## config.mk

```make
export PLATFORM = sky130hd
export DESIGN_NAME = clk_div_monitor_flat
export DESIGN_NICKNAME = d
export VERILOG_FILES = /design/src/rtl/clk_div_monitor_if.sv /design/src/rtl/clk_div_monitor.sv /design/src/flat_wrapper.sv
export SDC_FILE = /design/constraint.sdc
export NUM_CORES = 1
export LEC_CHECK = 0
export BUFFER_PORTS_ARGS = -buffer_cell sky130_fd_sc_hd__buf_2
export CAP_MARGIN = 20
export CORE_AREA = 4 4 73 75
export DETAILED_ROUTE_END_ITERATION = 10
export DIE_AREA = 0 0 77 79
export PLACE_DENSITY = 0.8
export SLEW_MARGIN = 25
export SYNTH_ARGS = -nofsm -noshare
export SYNTH_HDL_FRONTEND = slang
export SYNTH_SLANG_ARGS = --single-unit
```

## constraint.sdc

```tcl
create_clock -name i_ref_clk -period 2.2 [get_ports i_ref_clk]
set_input_delay 0.44 -clock i_ref_clk [delete_from_list [all_inputs] [get_ports i_ref_clk]]
set_output_delay 0.44 -clock i_ref_clk [all_outputs]
set_load 0.1 [all_outputs]
```

## src/rtl/clk_div_monitor_if.sv

```systemverilog
// clk_div_monitor_if: divider-side inputs and status outputs of clk_div_monitor
// master: drives the divider observation and control inputs, reads status
// slave : the monitor itself
interface clk_div_monitor_if #(
    parameter int ERR_CNT_W = 8
);
    logic                 i_div_clk;
    logic [3:0]           i_div_ratio;
    logic                 i_clk_en;
    logic                 i_mon_en;
    logic                 i_err_clr;
    logic [4:0]           o_period;
    logic                 o_period_vld;
    logic                 o_lock;
    logic                 o_bypass;
    logic                 o_err;
    logic [ERR_CNT_W-1:0] o_err_cnt;
    modport master (
        output i_div_clk, i_div_ratio, i_clk_en, i_mon_en, i_err_clr,
        input  o_period, o_period_vld, o_lock, o_bypass, o_err, o_err_cnt
    );
    modport slave (
        input  i_div_clk, i_div_ratio, i_clk_en, i_mon_en, i_err_clr,
        output o_period, o_period_vld, o_lock, o_bypass, o_err, o_err_cnt
    );
endinterface

```

## src/rtl/clk_div_monitor.sv

```systemverilog
// clk_div_monitor: checks period and duty of the integer divider output against the programmed ratio
// i_ref_clk    : reference clock shared with the divider
// i_rst_n      : asynchronous active-low reset
// mon.i_*      : divided clock, ratio, divider enable, monitor enable, error clear
// mon.o_*      : last period + strobe, lock, bypass, sticky error, saturating error count
module clk_div_monitor #(
    parameter int LOCK_CNT  = 4,
    parameter int ERR_CNT_W = 8
) (
    input logic               i_ref_clk,
    input logic               i_rst_n,
    clk_div_monitor_if.slave  mon
);
    typedef enum logic [1:0] {IDLE, ALIGN, MEASURE} state_t;
    localparam logic [3:0]           LOCK     = 4'(LOCK_CNT);
    localparam logic [ERR_CNT_W-1:0] ECNT_ONE = 1;
    state_t               state_q, state_d;
    logic                 d1_q, d2_q, en_q, bypass_q;
    logic                 lock_q, lock_d, err_q, err_d, vld_q, vld_d;
    logic [3:0]           ratio_q, good_q, good_d;
    logic [4:0]           cnt_q, cnt_d, hi_q, hi_d, period_q, period_d;
    logic [ERR_CNT_W-1:0] ecnt_q, ecnt_d;
    logic                 rise, bypass, cfg_chg, timeout, pass, err_ev;
    logic [4:0]           two_n, half_lo, half_hi;
    assign rise    = d1_q & ~d2_q;
    assign bypass  = ~mon.i_clk_en | (mon.i_div_ratio < 4'd2);
    assign cfg_chg = (mon.i_div_ratio != ratio_q) | (mon.i_clk_en != en_q);
    assign two_n   = {mon.i_div_ratio, 1'b0};
    assign half_lo = {2'b0, mon.i_div_ratio[3:1]};
    assign half_hi = half_lo + {4'b0, mon.i_div_ratio[0]};
    // odd ratios may split high/low either way round
    assign pass    = (cnt_q == {1'b0, mon.i_div_ratio}) & ((hi_q == half_lo) | (hi_q == half_hi));
    // cnt_q counts cycles since the last rise, so it doubles as the stuck-output watchdog
    assign timeout = ~rise & (cnt_q >= two_n);
    always_comb begin
        state_d  = state_q;
        cnt_d    = (cnt_q != 5'd31) ? cnt_q + 5'd1 : cnt_q;
        hi_d     = (d1_q && hi_q != 5'd31) ? hi_q + 5'd1 : hi_q;
        good_d   = good_q;
        lock_d   = lock_q;
        vld_d    = 1'b0;
        period_d = period_q;
        err_ev   = 1'b0;
        if (~mon.i_mon_en | bypass) begin
            state_d = IDLE;
            cnt_d   = '0;
            hi_d    = '0;
            good_d  = '0;
            lock_d  = 1'b0;
        end else if (state_q == IDLE) begin
            state_d = ALIGN;
            cnt_d   = '0;
            hi_d    = '0;
        end else if (cfg_chg) begin
            state_d = ALIGN;
            cnt_d   = '0;
            hi_d    = '0;
            good_d  = '0;
            lock_d  = 1'b0;
        end else if (timeout) begin
            err_ev  = 1'b1;
            state_d = ALIGN;
            cnt_d   = '0;
            hi_d    = '0;
            good_d  = '0;
            lock_d  = 1'b0;
        end else if (rise) begin
            state_d = MEASURE;
            cnt_d   = 5'd1;
            hi_d    = 5'd1;
            if (state_q == ALIGN) begin
                good_d = '0;
            end else begin
                vld_d    = 1'b1;
                period_d = cnt_q;
                if (pass) begin
                    good_d = (good_q == LOCK) ? good_q : good_q + 4'd1;
                    lock_d = lock_q | (good_d == LOCK);
                end else begin
                    err_ev = 1'b1;
                    good_d = '0;
                    lock_d = 1'b0;
                end
            end
        end
        err_d  = err_ev | (err_q & ~mon.i_err_clr);
        // an error in the clear cycle wins and restarts the count at one
        ecnt_d = err_ev ? (mon.i_err_clr ? ECNT_ONE : (&ecnt_q ? ecnt_q : ecnt_q + ECNT_ONE))
                        : (mon.i_err_clr ? '0 : ecnt_q);
    end
    always_ff @(posedge i_ref_clk or negedge i_rst_n) begin
        if (!i_rst_n) begin
            state_q  <= IDLE;
            d1_q     <= 1'b0;
            d2_q     <= 1'b0;
            en_q     <= 1'b0;
            ratio_q  <= '0;
            bypass_q <= 1'b0;
            cnt_q    <= '0;
            hi_q     <= '0;
            good_q   <= '0;
            lock_q   <= 1'b0;
            vld_q    <= 1'b0;
            period_q <= '0;
            err_q    <= 1'b0;
            ecnt_q   <= '0;
        end else begin
            state_q  <= state_d;
            d1_q     <= mon.i_div_clk;
            d2_q     <= d1_q;
            en_q     <= mon.i_clk_en;
            ratio_q  <= mon.i_div_ratio;
            bypass_q <= bypass;
            cnt_q    <= cnt_d;
            hi_q     <= hi_d;
            good_q   <= good_d;
            lock_q   <= lock_d;
            vld_q    <= vld_d;
            period_q <= period_d;
            err_q    <= err_d;
            ecnt_q   <= ecnt_d;
        end
    end
    assign mon.o_period     = period_q;
    assign mon.o_period_vld = vld_q;
    assign mon.o_lock       = lock_q;
    assign mon.o_bypass     = bypass_q;
    assign mon.o_err        = err_q;
    assign mon.o_err_cnt    = ecnt_q;
endmodule

```

## src/flat_wrapper.sv

```systemverilog
// flat-port wrapper written by rule: the top's interface ports become plain ports
module clk_div_monitor_flat 
#(
    parameter int LOCK_CNT  = 4,
    parameter int ERR_CNT_W = 8
)
  (i_ref_clk, i_rst_n, mon_i_div_clk, mon_i_div_ratio, mon_i_clk_en, mon_i_mon_en, mon_i_err_clr, mon_o_period, mon_o_period_vld, mon_o_lock, mon_o_bypass, mon_o_err, mon_o_err_cnt);
  clk_div_monitor_if #(.ERR_CNT_W(ERR_CNT_W)) mon_i ();
  input logic i_ref_clk;
  input logic i_rst_n;
  input wire logic [$bits(mon_i.i_div_clk)-1:0] mon_i_div_clk;
  input wire logic [$bits(mon_i.i_div_ratio)-1:0] mon_i_div_ratio;
  input wire logic [$bits(mon_i.i_clk_en)-1:0] mon_i_clk_en;
  input wire logic [$bits(mon_i.i_mon_en)-1:0] mon_i_mon_en;
  input wire logic [$bits(mon_i.i_err_clr)-1:0] mon_i_err_clr;
  output wire logic [$bits(mon_i.o_period)-1:0] mon_o_period;
  output wire logic [$bits(mon_i.o_period_vld)-1:0] mon_o_period_vld;
  output wire logic [$bits(mon_i.o_lock)-1:0] mon_o_lock;
  output wire logic [$bits(mon_i.o_bypass)-1:0] mon_o_bypass;
  output wire logic [$bits(mon_i.o_err)-1:0] mon_o_err;
  output wire logic [$bits(mon_i.o_err_cnt)-1:0] mon_o_err_cnt;
  assign mon_i.i_div_clk = mon_i_div_clk;
  assign mon_i.i_div_ratio = mon_i_div_ratio;
  assign mon_i.i_clk_en = mon_i_clk_en;
  assign mon_i.i_mon_en = mon_i_mon_en;
  assign mon_i.i_err_clr = mon_i_err_clr;
  assign mon_o_period = mon_i.o_period;
  assign mon_o_period_vld = mon_i.o_period_vld;
  assign mon_o_lock = mon_i.o_lock;
  assign mon_o_bypass = mon_i.o_bypass;
  assign mon_o_err = mon_i.o_err;
  assign mon_o_err_cnt = mon_i.o_err_cnt;
  clk_div_monitor #(.LOCK_CNT(LOCK_CNT), .ERR_CNT_W(ERR_CNT_W)) u_core (.i_ref_clk(i_ref_clk), .i_rst_n(i_rst_n), .mon(mon_i));
endmodule
```

# Yosys cells after proc, flatten, opt, wreduce, memory -nomap -nowiden

Cells that the tools add are included.

Register bits after elaboration: 40
Input port bits: 10
Output and inout bits: 17
Logic and storage cells: 115

Add/sub/neg operators: 5
Order comparisons: 2
Equal/unequal tests: 13
Muxes and demuxes: 49
Bitwise logic cells: 20
Reduce and logical (&&, ||, !) cells: 12

Operators with widths:

| kind                | number |
|---|---|
| $mux 5              | 12 |
| $mux 4              | 8 |
| $mux 8              | 4 |
| $mux 1              | 20 |
| $reduce_bool 6->1   | 2 |
| $add 5x1->5 const B | 2 |
| $mux 2              | 5 |
| $ne 5x5->1 const B  | 2 |
| $not 1->1           | 10 |
| $add 8x1->8 const B | 1 |
| $eq 4x3->1 const B  | 2 |
| $reduce_and 8->1    | 1 |
| $or 1x1->1          | 6 |
| $reduce_and 6->1    | 1 |
| $eq 5x3->1          | 1 |
| $eq 5x4->1          | 1 |
| $eq 5x5->1          | 1 |
| $ge 5x5->1          | 1 |
| $reduce_bool 5->1   | 1 |
| $add 3x1->4         | 1 |
| $add 4x1->4 const B | 1 |
| $and 1x1->1         | 4 |
| $lt 4x2->1 const B  | 1 |
| $ne 4x1->1 const B  | 1 |
| 11 further kinds    | 12 |

# Logic depth before layout (Yosys ltp)

Word-level depth: 13
Gate-level depth with buffers: 11
Gate-level depth less buffers: 9

# Worst setup path after synthesis

Ideal clock, no wire load.

Path kind: in2reg
Start point: in mon_i_div_ratio[2]
End point: reg u_core.good_q[0]
Setup time: 0.083 ns
Data arrival time: 2.424 ns
Data required time: 2.117 ns
Slack: -0.306 ns
Cell stages on the path: 10
Path buffers: 1
Cells stage by stage: buf_6 -> inv_1 -> ha_1 -> o21ai_0 -> a31oi_1 -> o31a_1 -> or3_1 -> or3_4 -> or4_1 -> o21ai_0

Cells in the longest elaborated chain, start to end: 11
Elaborated cells between the ends (all ways): 23
Classes of those cells: 1 x add/sub; 2 x order compare; 5 x eq/ne; 7 x mux; 6 x bitwise; 2 x reduce/logical

Ends and longest elaborated chain:

| what                 | RTL line               | text |
|---|---|---|
| start, declared      | flat_wrapper.sv:12     | `input wire logic [$bits(mon_i.i_div_ratio)-1:0] mon_i_div_ratio;` |
| $add 3x1->4          | clk_div_monitor.sv:30  | `assign half_hi = half_lo + {4'b0, mon.i_div_ratio[0]};` |
| $eq 5x5->1           | clk_div_monitor.sv:32  | `assign pass = (cnt_q == {1'b0, mon.i_div_ratio}) & ((hi_q == half_lo) \| (hi_q == half_hi));` |
| $or 1x1->1           | clk_div_monitor.sv:32  |  |
| $and 1x1->1          | clk_div_monitor.sv:32  |  |
| $mux 4               | clk_div_monitor.sv:76  | `if (pass) begin` |
| $mux 4               | clk_div_monitor.sv:71  | `if (state_q == ALIGN) begin` |
| $mux 4               | clk_div_monitor.sv:67  | `end else if (rise) begin` |
| $mux 4               | clk_div_monitor.sv:60  | `end else if (timeout) begin` |
| $mux 4               | clk_div_monitor.sv:54  | `end else if (cfg_chg) begin` |
| $mux 4               | clk_div_monitor.sv:50  | `end else if (state_q == IDLE) begin` |
| $mux 4               | clk_div_monitor.sv:44  | `if (~mon.i_mon_en \| bypass) begin` |
| end signal, assigned | clk_div_monitor.sv:116 | `good_q <= good_d;` |
| end, declared        | clk_div_monitor.sv:20  | `logic [3:0] ratio_q, good_q, good_d;` |

Parallel ways exist; a longest one is shown, timed or not. The select of a mux whose other input is x is not followed.
A chain may end at the register's enable or synchronous reset.

# Worst setup path in the final report

Start point: reg u_core.cnt_q[2]
End point: reg u_core.good_q[0]

Cells in the longest elaborated chain, start to end: 9
Elaborated cells between the ends (all ways): 13
Classes of those cells: 1 x order compare; 1 x eq/ne; 7 x mux; 2 x bitwise; 2 x reduce/logical

Ends and longest elaborated chain:

| what                   | RTL line               | text |
|---|---|---|
| start, declared        | clk_div_monitor.sv:21  | `logic [4:0] cnt_q, cnt_d, hi_q, hi_d, period_q, period_d;` |
| start signal, assigned | clk_div_monitor.sv:114 | `cnt_q <= cnt_d;` |
| $eq 5x4->1             | clk_div_monitor.sv:32  |  |
| $and 1x1->1            | clk_div_monitor.sv:32  |  |
| $mux 4                 | clk_div_monitor.sv:76  |  |
| $mux 4                 | clk_div_monitor.sv:71  |  |
| $mux 4                 | clk_div_monitor.sv:67  |  |
| $mux 4                 | clk_div_monitor.sv:60  |  |
| $mux 4                 | clk_div_monitor.sv:54  |  |
| $mux 4                 | clk_div_monitor.sv:50  |  |
| $mux 4                 | clk_div_monitor.sv:44  |  |

Parallel ways exist; a longest one is shown, timed or not. The select of a mux whose other input is x is not followed.

==> run_results.csv <==
group,metric,value,unit
grt,grt_overflow,0,
setup_path,end_kind,"register",
setup_path,r2r-start,"u_core.cnt_q[2]",
yosys,syn_inst,237,
timing,finalCritPeriodShare,114,%
drt,drc_errors,0,
cells_and_area,finalInstanceArea,0.00320,mm²
placement,postPlaceCellArea,0.00273,mm²
placement,port_buffers,26,
cells_and_area,antennaDiodeCount,0,
yosys,synthArstFlopShare,100,%
cells_and_area,fin_nets,329,
floorplanning,die_area,0.00608,mm²
floorplanning,io_pins,27,
clock_tree,numCtsBuffers,5,
timing,finalSetupViolations,12,
cells_and_area,fin_cells,361,
timing,hold_viol_final,0,
drt,dr.pass1.iters,5,
drt,vias_per_cell,5.66,
grt,grt_start_max_net_pins,41,
timing,setup_slack,-0.315,ns
min_path,hold_path.class,"in -> async",
yosys,syn-num-nets,260,
drt,post_drt_wl_per_cell,16.5,µm
clock_tree,hold_buffers,0,
run,drv_cap,0,
placement,placed_cells,343,
power,leakagePower,1.45,nW
status,status,"finished with violations",
yosys,yosysUniqueCellTypes,47,
setup_path,crit_path_start,"u_core.cnt_q[2]",
placement,dpl.hpwl,3630,µm
yosys,synth_top_area_cell,"dfrtp_1",
grt,grt_pass1_vias,1927,
yosys,synth-seq-area-share,43.8,%
grt,track_usage,17.9,%
yosys,synth.area.top_cells,"dfrtp_1, ha_1, xor2_1",
floorplanning,dieHeight,79,µm
setup_path,crit_type,"reg -> reg",
clock_tree,cts_buffer_depth,2,
cells_and_area,fillerInstances,331,
yosys,synth.cells.most_frequent,"dfrtp_1, nor2_1, inv_1",
drt,wirelength,5970,µm
yosys,yosysWarnings,0,
drt,vias,2042,
setup_path,reg2reg_slack,-0.32,ns
timing,drv_slew,0,
cells_and_area,drive_gt1_share,38.1,%
clock_tree,clkTransAtPathRegs,0.07,ns
power,vdd_drop_max,0.341,mV
setup_path,cp_max_fo,5,
status,violations,"negative setup slack",
yosys,synth_most_common_cell,"dfrtp_1",
yosys,synth_flop_cell,"dfrtp_1",
clock_tree,cts_tree,"built",
clock_tree,cts_max_level,2,
grt,grt_pass1_wl,8850,µm
cells_and_area,final_core_util,68.7,%
grt,antenna_found_initial,0,
setup_path,required,2.43,ns
drt,antenna_left,0,
floorplanning,start_util,49.0,%
timing,max_slew_margin,53.2,%
yosys,synth_area,0.00228,mm²
setup_path,critPathLaunchType,"register",
setup_path,reg2regPathDepth,8,
yosys,synth_seq_cells,40,
cells_and_area,area_growth,40.2,%
setup_path,arrival,2.74,ns
clock_tree,clk-insertion-delay-late,0.30,ns
floorplanning,rows,25,
timing,worstMarginPinSlew,0.702,ns
yosys,synth_edf_count,0,
power,powerDensity,453,mW/mm²
yosys,yosysTopAreaCellShare,43.8,%
clock_tree,clockRootBuffer,"clkbuf_8",
timing,fmax,0.398,GHz
timing,fin_crit,2.52,ns
floorplanning,die_width,77,µm
yosys,avgSynthCellArea,9.63,µm²
drt,drt_iter0_drc,119,
placement,gp_congestion,0.880,
floorplanning,core-area,0.00466,mm²
clock_tree,clock-sinks,40,
timing,fin_worst_skew,0.00396,ns
timing,rsz0062_at_grt,"true",
setup_path,reg2reg_to,"u_core.good_q[0]",
placement,post-place-ws,-0.520,ns
-- worst max-delay path, cell delays in order (launching register included) --
cell     delay [ns]
dfrtp_1        0.43
ha_4           0.24
o21ai_4        0.14
a31oi_4        0.07
o31a_1         0.31
or3_4          0.34
or3_4          0.43
or4_1          0.40
o21ai_1        0.08
-- logic make-up after synthesis --
kind of cell               Yosys count  share of synthesized area [%]
muxes                               10                           4.55
adders and majority gates           13                           7.12
AOI/OAI and AO/OA                   44                           13.4
buffers and inverters               26                           4.66
and+or+nand+nor                     86                           19.5
DFF                                 40                           43.8
xor gates and xnor gates            18                           6.90
-- through the flow --
step	hold slack, ns	TNS, ns	power [mW]
floorplan	0.144	-1.39	0.844
global placement	0.400	-5.18	0.909
detailed placement	0.407	-6.28	0.913
CTS	0.103	-1.19	1.43
global route	0.107	-2.89	1.51
finish	0.0980	-1.70	1.45
-- timing repair --
action                                  in CTS  in global routing
gates resized for setup                     11                 45
cloned                                       0                  0
pin swaps                                    5                 22
buffers inserted                             1                 11
endpoints found under the setup margin      14                 15
-- cells in the final DEF, fill, tap and decap left out, types with 3 or more instances in the layout --
cell type | Yosys | final
inv_1 | 21 | 19
xor2_1 | 14 | 13
buf_2 | 1 | 24
ha_4 | 0 | 5
ha_1 | 13 | 8
or3_4 | 1 | 3
xnor2_1 | 4 | 4
dfrtp_1 | 40 | 38
clkbuf_8 | 0 | 6
and3_1 | 4 | 3
nand2b_1 | 6 | 5
nor2b_1 | 3 | 3
o21ai_0 | 11 | 9
nand3_1 | 7 | 5
a21oi_1 | 8 | 6
nor2_1 | 30 | 27
nand2_1 | 13 | 12
buf_4 | 0 | 35
mux2i_1 | 7 | 7
buf_6 | 1 | 5
-- power by group --
group / internal [mW] / switching [mW] / leakage (nW)
registers: 0.744 / 0.00458 / 0.536
logic: 0.0853 / 0.110 / 0.872
clock network: 0.256 / 0.250 / 0.0455
-- layer usage --
metal | global-route usage (%) | up-vias | wire length, µm
met2 | 30.4 | 42 | 3120
met1 | 22.1 | 1004 | 2460
met3 | 3.40 | 19 | 177
met5 | 0 | - | 0
li1 | - | 977 | -
met4 | 8.01 | 0 | 213
-- cell type report --
class	count	area (µm²)	area share [%]
Clock buffer	8	90.1	2.81
Inverter	21	78.8	2.46
Multi-Input combinational cell	171	1470	45.8
Sequential cell	40	1000	31.4
Tap cell	54	67.6	2.11
Timing Repair Buffer	67	494	15.4
-- registers in the layout, indices dropped and copies added, names as in the netlist --
register / count
u_core.d2_q: 1
u_core.mon.o_err_cnt: 8
u_core.hi_q: 5
u_core.mon.o_err: 1
u_core.good_q: 4
u_core.cnt_q: 5
u_core.d1_q: 1
u_core.state_q: 2
u_core.en_q: 1
u_core.ratio_q: 4
u_core.mon.o_period_vld: 1
u_core.mon.o_period: 5
u_core.mon.o_lock: 1
u_core.mon.o_bypass: 1
-- worst max-delay path by stage --
stage | endpoint | slack [ns] | depth (start not counted)
2_1_floorplan | u_core.good_q[0] | -0.26 | 10
3_3_place_gp | u_core.mon.o_err_cnt[5] | -0.45 | 10
3_5_place_dp | u_core.mon.o_err_cnt[5] | -0.52 | 10
4_1_cts | u_core.good_q[0] | -0.20 | 9
5_1_grt | u_core.good_q[0] | -0.41 | 10
6_report | u_core.good_q[0] | -0.32 | 8
Note: power is estimated with default switching activity, not from simulation.
